--- src/rtl/lc3b_types.sv ---
// Shared LC-3b datapath types, plus the instruction-cache line geometry and FSM encoding.
package lc3b_types;

    typedef logic [15:0]  lc3b_word;
    typedef logic [127:0] lc3b_line;
    typedef logic [2:0]   lc3b_word_sel;

    localparam int ICACHE_LINE_BYTES = 16;
    localparam int ICACHE_OFF_W      = $clog2(ICACHE_LINE_BYTES);

    typedef enum logic {
        ST_IDLE = 1'b0,
        ST_FILL = 1'b1
    } icache_state_e;

    function automatic lc3b_word line_word(input lc3b_line line, input lc3b_word_sel sel);
        return line[{sel, 4'b0000} +: 16];
    endfunction

endpackage

--- src/rtl/icache_array.sv ---
// Valid/tag/data storage for the direct-mapped I-cache: one write port, combinational read.
module icache_array
    import lc3b_types::*;
#(
    parameter int sets = 8,
    localparam int IB = $clog2(sets),
    localparam int TW = 16 - ICACHE_OFF_W - IB
) (
    input  logic           clk,
    input  logic           reset_n,
    input  logic [IB-1:0]  i_rd_index,
    output logic           o_rd_valid,
    output logic [TW-1:0]  o_rd_tag,
    output logic [127:0]   o_rd_line,
    input  logic           i_wr_en,
    input  logic [IB-1:0]  i_wr_index,
    input  logic [TW-1:0]  i_wr_tag,
    input  logic [127:0]   i_wr_line
);

    logic [sets-1:0] r_valid;
    logic [TW-1:0]   r_tag  [sets];
    lc3b_line        r_data [sets];

    // Only the valid bits are cleared; stale tags/data are masked by valid=0.
    always_ff @(posedge clk or negedge reset_n) begin
        if (!reset_n) begin
            r_valid <= '0;
        end else if (i_wr_en) begin
            r_valid[i_wr_index] <= 1'b1;
        end
    end

    always_ff @(posedge clk) begin
        if (i_wr_en) begin
            r_tag[i_wr_index]  <= i_wr_tag;
            r_data[i_wr_index] <= i_wr_line;
        end
    end

    assign o_rd_valid = r_valid[i_rd_index];
    assign o_rd_tag   = r_tag[i_rd_index];
    assign o_rd_line  = r_data[i_rd_index];

endmodule

--- src/rtl/l1_icache.sv ---
// Direct-mapped read-only L1 instruction cache: combinational hits, blocking line fills,
// saturating miss counter.
module l1_icache
    import lc3b_types::*;
#(
    parameter int sets = 8
) (
    input  logic         clk,
    input  logic         reset_n,
    input  logic [15:0]  instr_addr,
    input  logic         instr_read,
    output logic [15:0]  instr_rdata,
    output logic         instr_resp,
    output logic [15:0]  pmem_address,
    output logic         pmem_read,
    input  logic [127:0] pmem_rdata,
    input  logic         pmem_resp,
    output logic [15:0]  miss_count
);

    localparam int IB = $clog2(sets);
    localparam int LW = 16 - ICACHE_OFF_W;
    localparam int TW = LW - IB;

    icache_state_e r_state;
    logic [LW-1:0] r_fill_line;
    logic          r_pmem_read;
    logic [15:0]   r_miss_count;

    logic [IB-1:0] w_index;
    logic [TW-1:0] w_tag;
    lc3b_word_sel  w_word_sel;
    logic          w_rd_valid;
    logic [TW-1:0] w_rd_tag;
    lc3b_line      w_rd_line;
    logic          w_hit;
    logic          w_fill_done;
    logic          w_unused_addr0;

    assign w_index        = instr_addr[ICACHE_OFF_W +: IB];
    assign w_tag          = instr_addr[15 -: TW];
    assign w_word_sel     = instr_addr[3:1];
    assign w_unused_addr0 = instr_addr[0];

    icache_array #(.sets(sets)) u_array (
        .clk        (clk),
        .reset_n    (reset_n),
        .i_rd_index (w_index),
        .o_rd_valid (w_rd_valid),
        .o_rd_tag   (w_rd_tag),
        .o_rd_line  (w_rd_line),
        .i_wr_en    (w_fill_done),
        .i_wr_index (r_fill_line[IB-1:0]),
        .i_wr_tag   (r_fill_line[LW-1 -: TW]),
        .i_wr_line  (pmem_rdata)
    );

    assign w_hit       = instr_read & w_rd_valid & (w_rd_tag == w_tag);
    assign w_fill_done = (r_state == ST_FILL) & pmem_resp;

    // Hits are only reported from IDLE, so a fill and a hit never share a cycle.
    assign instr_resp   = reset_n & (r_state == ST_IDLE) & w_hit;
    assign instr_rdata  = line_word(w_rd_line, w_word_sel);
    assign pmem_read    = r_pmem_read;
    assign pmem_address = {r_fill_line, {ICACHE_OFF_W{1'b0}}};
    assign miss_count   = r_miss_count;

    always_ff @(posedge clk or negedge reset_n) begin
        if (!reset_n) begin
            r_state      <= ST_IDLE;
            r_fill_line  <= '0;
            r_pmem_read  <= 1'b0;
            r_miss_count <= '0;
        end else begin
            case (r_state)
                ST_IDLE: begin
                    if (instr_read && !w_hit) begin
                        r_state     <= ST_FILL;
                        r_fill_line <= instr_addr[15:ICACHE_OFF_W];
                        r_pmem_read <= 1'b1;
                        if (r_miss_count != 16'hFFFF) begin
                            r_miss_count <= r_miss_count + 16'd1;
                        end
                    end
                end
                // The latched line installs even if the core has redirected meanwhile.
                ST_FILL: begin
                    if (pmem_resp) begin
                        r_state     <= ST_IDLE;
                        r_pmem_read <= 1'b0;
                    end
                end
                default: begin
                    r_state     <= ST_IDLE;
                    r_pmem_read <= 1'b0;
                end
            endcase
        end
    end

endmodule

--- config.mk ---
export PLATFORM = sky130hd
export DESIGN_NAME = l1_icache
export DESIGN_NICKNAME = d
export VERILOG_FILES = /design/src/rtl/lc3b_types.sv /design/src/rtl/icache_array.sv /design/src/rtl/l1_icache.sv
export SDC_FILE = /design/constraint.sdc
export NUM_CORES = 1
export LEC_CHECK = 0
export BUFFER_PORTS_ARGS = -buffer_cell sky130_fd_sc_hd__buf_2
export CAP_MARGIN = 5
export CELL_PAD_IN_SITES_DETAIL_PLACEMENT = 0
export CELL_PAD_IN_SITES_GLOBAL_PLACEMENT = 2
export CORE_MARGIN = 2
export CORE_UTILIZATION = 50
export DETAILED_ROUTE_END_ITERATION = 10
export PLACE_DENSITY_LB_ADDON = 0.15
export SETUP_SLACK_MARGIN = 0.3
export SYNTH_ARGS = -nofsm -noshare
export SYNTH_HDL_FRONTEND = slang
export SYNTH_SLANG_ARGS = --single-unit
--- constraint.sdc ---
create_clock -name clk -period 12.55 [get_ports clk]
set_clock_uncertainty 0.15 [all_clocks]
set_input_delay 3.1375 -clock clk [delete_from_list [all_inputs] [get_ports clk]]
set_output_delay 3.1375 -clock clk [all_outputs]
set_load 0.005 [all_outputs]
==> key figures <==
CTS
  • Clock Root Buffer: clkbuf_16
  • Clk_lat worst skew: 660 ps
  • CTS Sinks: 1134
  • Worst-path clk slew: 60 ps
  • CTS Buf Count: 114
  • Clock Path Buffers: 3
  • H-tree Lvls: 3
  • Hold Buf Count CTS: 0
  • Post-CTS resize count: 0
  • Post-CTS Repair Setup Buffers: 0
  • CTS tree: done

Cells and area
  • Layout area overhead: 14.5%
  • Finished Layout Cells: 3207
  • Layout cells sized above 1: 0.379
  • Fin util: 0.579
  • Nets: 2107

Detailed routing
  • Routed len/inst: 28.9 um
  • Via Count: 19000
  • Routed Antenna Nets: 0
  • DR pass1 iterations: 5
  • Post-Route WL: 92700 um
  • Drt drc: 0
  • 1st-iter DRT viols: 1614
  • Vias per cell: 5.91

Timing
  • Max-slew violations: 0
  • Relative slew slack: 0.304
  • Slew at the pin with the worst max-slew slack: 1040 ps
  • # setup viols final: 0
  • Final worst path period share: 0.766
  • Fmax: 0.104 GHz
  • RSZ-0062 raised after global routing: no
  • Final hold slack: 313 ps
  • Fin Setup TNS: 0 ps
  • Final hold viol count: 0
  • Minimum clock period: 9620 ps

Placement
  • Port Buf Inserts: 192
  • GP Congestion: 0.721
  • Post-DP HPWL: 50600 um
  • Placed cell count: 2986

Floorplan
  • Die area: 0.0888 sq mm
  • # IOs: 198
  • Rows: 107
  • Core ar.: 0.0854 sq mm
  • Initial core utilization: 0.506
  • Chip width: 298 um
  • Die Ht: 298 um

Logic synthesis
  • Yosys Warn Count: 0
  • Post-synth top cells: edfxtp_1 (1096), mux4_2 (354), dfrtp_1 (38)
  • Synth area leader: edfxtp_1
  • EDFF count, synth: 1096
  • Syn Inst Count: 1702
  • Mean Syn Cell Area: 25.4 sq um
  • Synthesized area: 0.0432 sq mm
  • Synth top area cells: edfxtp_1 (76%), mux4_2 (18%), dfrtp_1 (2.2%)
  • Synth Register Bits: 1134
  • Synth async-reset ratio: 0.0335
  • Seq/Total Area, Yosys: 0.784
  • Main flop type after synthesis: edfxtp_1
  • Synth top area share: 0.762
  • Yosys cell types: 35
  • Most common cell in the netlist: edfxtp_1

Global route
  • Initial antenna violation count: 27
  • First-pass GRT wire length: 137000 um
  • Vias in the first global route: 20000
  • Largest net degree at the start of global routing: 129
  • Grt ovf: 0
  • GRT Util Overall: 0.211

Pwr
  • Pwr dens: 170 mW/mm^2
  • Total Power: 8390 uW
  • Worst VDD drop: 0.148 mV
  • Pleak: 0.0159 uW

Min path
  • Hold path start: u_array.r_valid[5]$_DFFE_PN0P_
  • Hold Crit Class: reg2reg
  • WHS Endpoint: u_array.r_valid[5]$_DFFE_PN0P_
  • WHS Path Cells: 1

Setup path
  • R2R Setup Slk: 8940 ps
  • Crit-path cells: buf_8 -> buf_4 -> mux4_2 -> mux4_2 -> mux4_2 -> buf_2
  • Worst R2R Path Depth: 5
  • Crit Path Max Fanout: 73
  • Worst stage delay on the critical path: 610 ps
  • Most frequent CP cell: mux4_2
  • Worst Path Required: 9260 ps
  • Start of the worst register-to-register path: r_state$_DFF_PN0_
  • Cell at the slowest stage of the critical path: buf_8
  • End of the worst register-to-register path: u_array.r_data[1][113]$_DFFE_PP_
  • Startpoint Class: primary input
  • Worst EP arrival: 6330 ps
  • WS Path Type: in2out
  • Crit. End Element: output pin

Flow run
  • Max Cap Viol: 0

Outcome
  • Result of the run: finished, final reports clean
worst max-delay path: cells and delay by family:
kind                   cells  cell delay (ps)
muxes                      3             1640
buffers and inverters      3             1360
layer usage:
layer | global-route usage | up-vias | wire, um
li1 | - | 7931 | -
met1 | 0.305 | 10300 | 39100
met2 | 0.336 | 541 | 45900
met3 | 0.0433 | 151 | 5710
met4 | 0.0525 | 18 | 1940
met5 | 0 | - | 100
cell usage in the layout, fill, tap and decap left out, drive strengths merged, types with 2 or more instances in the layout:
cell type  count
nor2          10
bufinv        16
clkinvlp       4
nand2         10
nand2b         3
edfxtp      1096
or3            2
inv            6
mux2i         16
mux2          15
xnor2          4
clkbuf       136
clkinv        58
nor3           9
nor4b          2
mux4         354
nand4          2
xor2          17
diode          5
nand3          9
nor4           5
dfrtp         38
or2            9
conb           4
buf          226
metrics by stage:
stage	instance area, sq um	setup WS [ps]
final	49500	2930
after global routing	49500	2710
after CTS	49500	2800
after detailed placement	45600	2800
after global placement	45600	2820
after floorplan	43200	2450
final cells by class:
cell class / instances / area, sq um
diodes: 5 / 12.5
clock buffers: 136 / 2990
clock inverters: 80 / 825
fillers: 6207 / 35900
inverters: 4 / 15.0
multi-input cells: 478 / 8990
flip-flops and latches: 1134 / 33900
well taps: 1144 / 1430
repair buffers: 226 / 1350
state kept, by name (all words and copies together), names as in the netlist:
name             cells
u_array.r_tag       72
u_array.r_data    1024
miss_count          16
pmem_read            1
u_array.r_valid      8
r_fill_line         12
r_state              1
report_power, final:
part,switching (uW),total [uW],internal [uW],leakage (uW)
Combinational,329,575,245,0.00367
Clock,1390,3410,2020,0.00187
Sequential,66.5,4400,4340,0.0103
cells by family (layout without fill, tap and decap cells):
family / count (synthesis) / after routing / share of synthesized area
multiplexers: 385 / 385 / 0.192
XOR/XNOR: 21 / 21 / 0.00426
buffers and inverters: 93 / 446 / 0.0104
flip-flops: 1134 / 1134 / 0.784
AO/OA/AOI/OAI: 4 / 4 / 0.000811
other: 1 / 9 / 0.0000868
AND/OR/NAND/NOR: 63 / 63 / 0.00808
adder cells (fa/ha/maj): 1 / 1 / 0.000290
worst max path at each step:
| stage | from | endpoint | slack, ps | depth (start not counted) |
|---|---|---|---|---|
| global placement | instr_addr[4] | instr_rdata[15] | 2820 | 6 |
| CTS | instr_addr[4] | instr_rdata[15] | 2800 | 6 |
| floorplan | pmem_resp | u_array.r_valid[1]$_DFFE_PN0P_ | 2450 | 4 |
| finish | instr_addr[4] | instr_rdata[12] | 2930 | 6 |
| detailed placement | instr_addr[4] | instr_rdata[15] | 2800 | 6 |
| global route | instr_addr[4] | instr_rdata[15] | 2710 | 6 |
No activity file was read; power rests on OpenSTA's default activity.
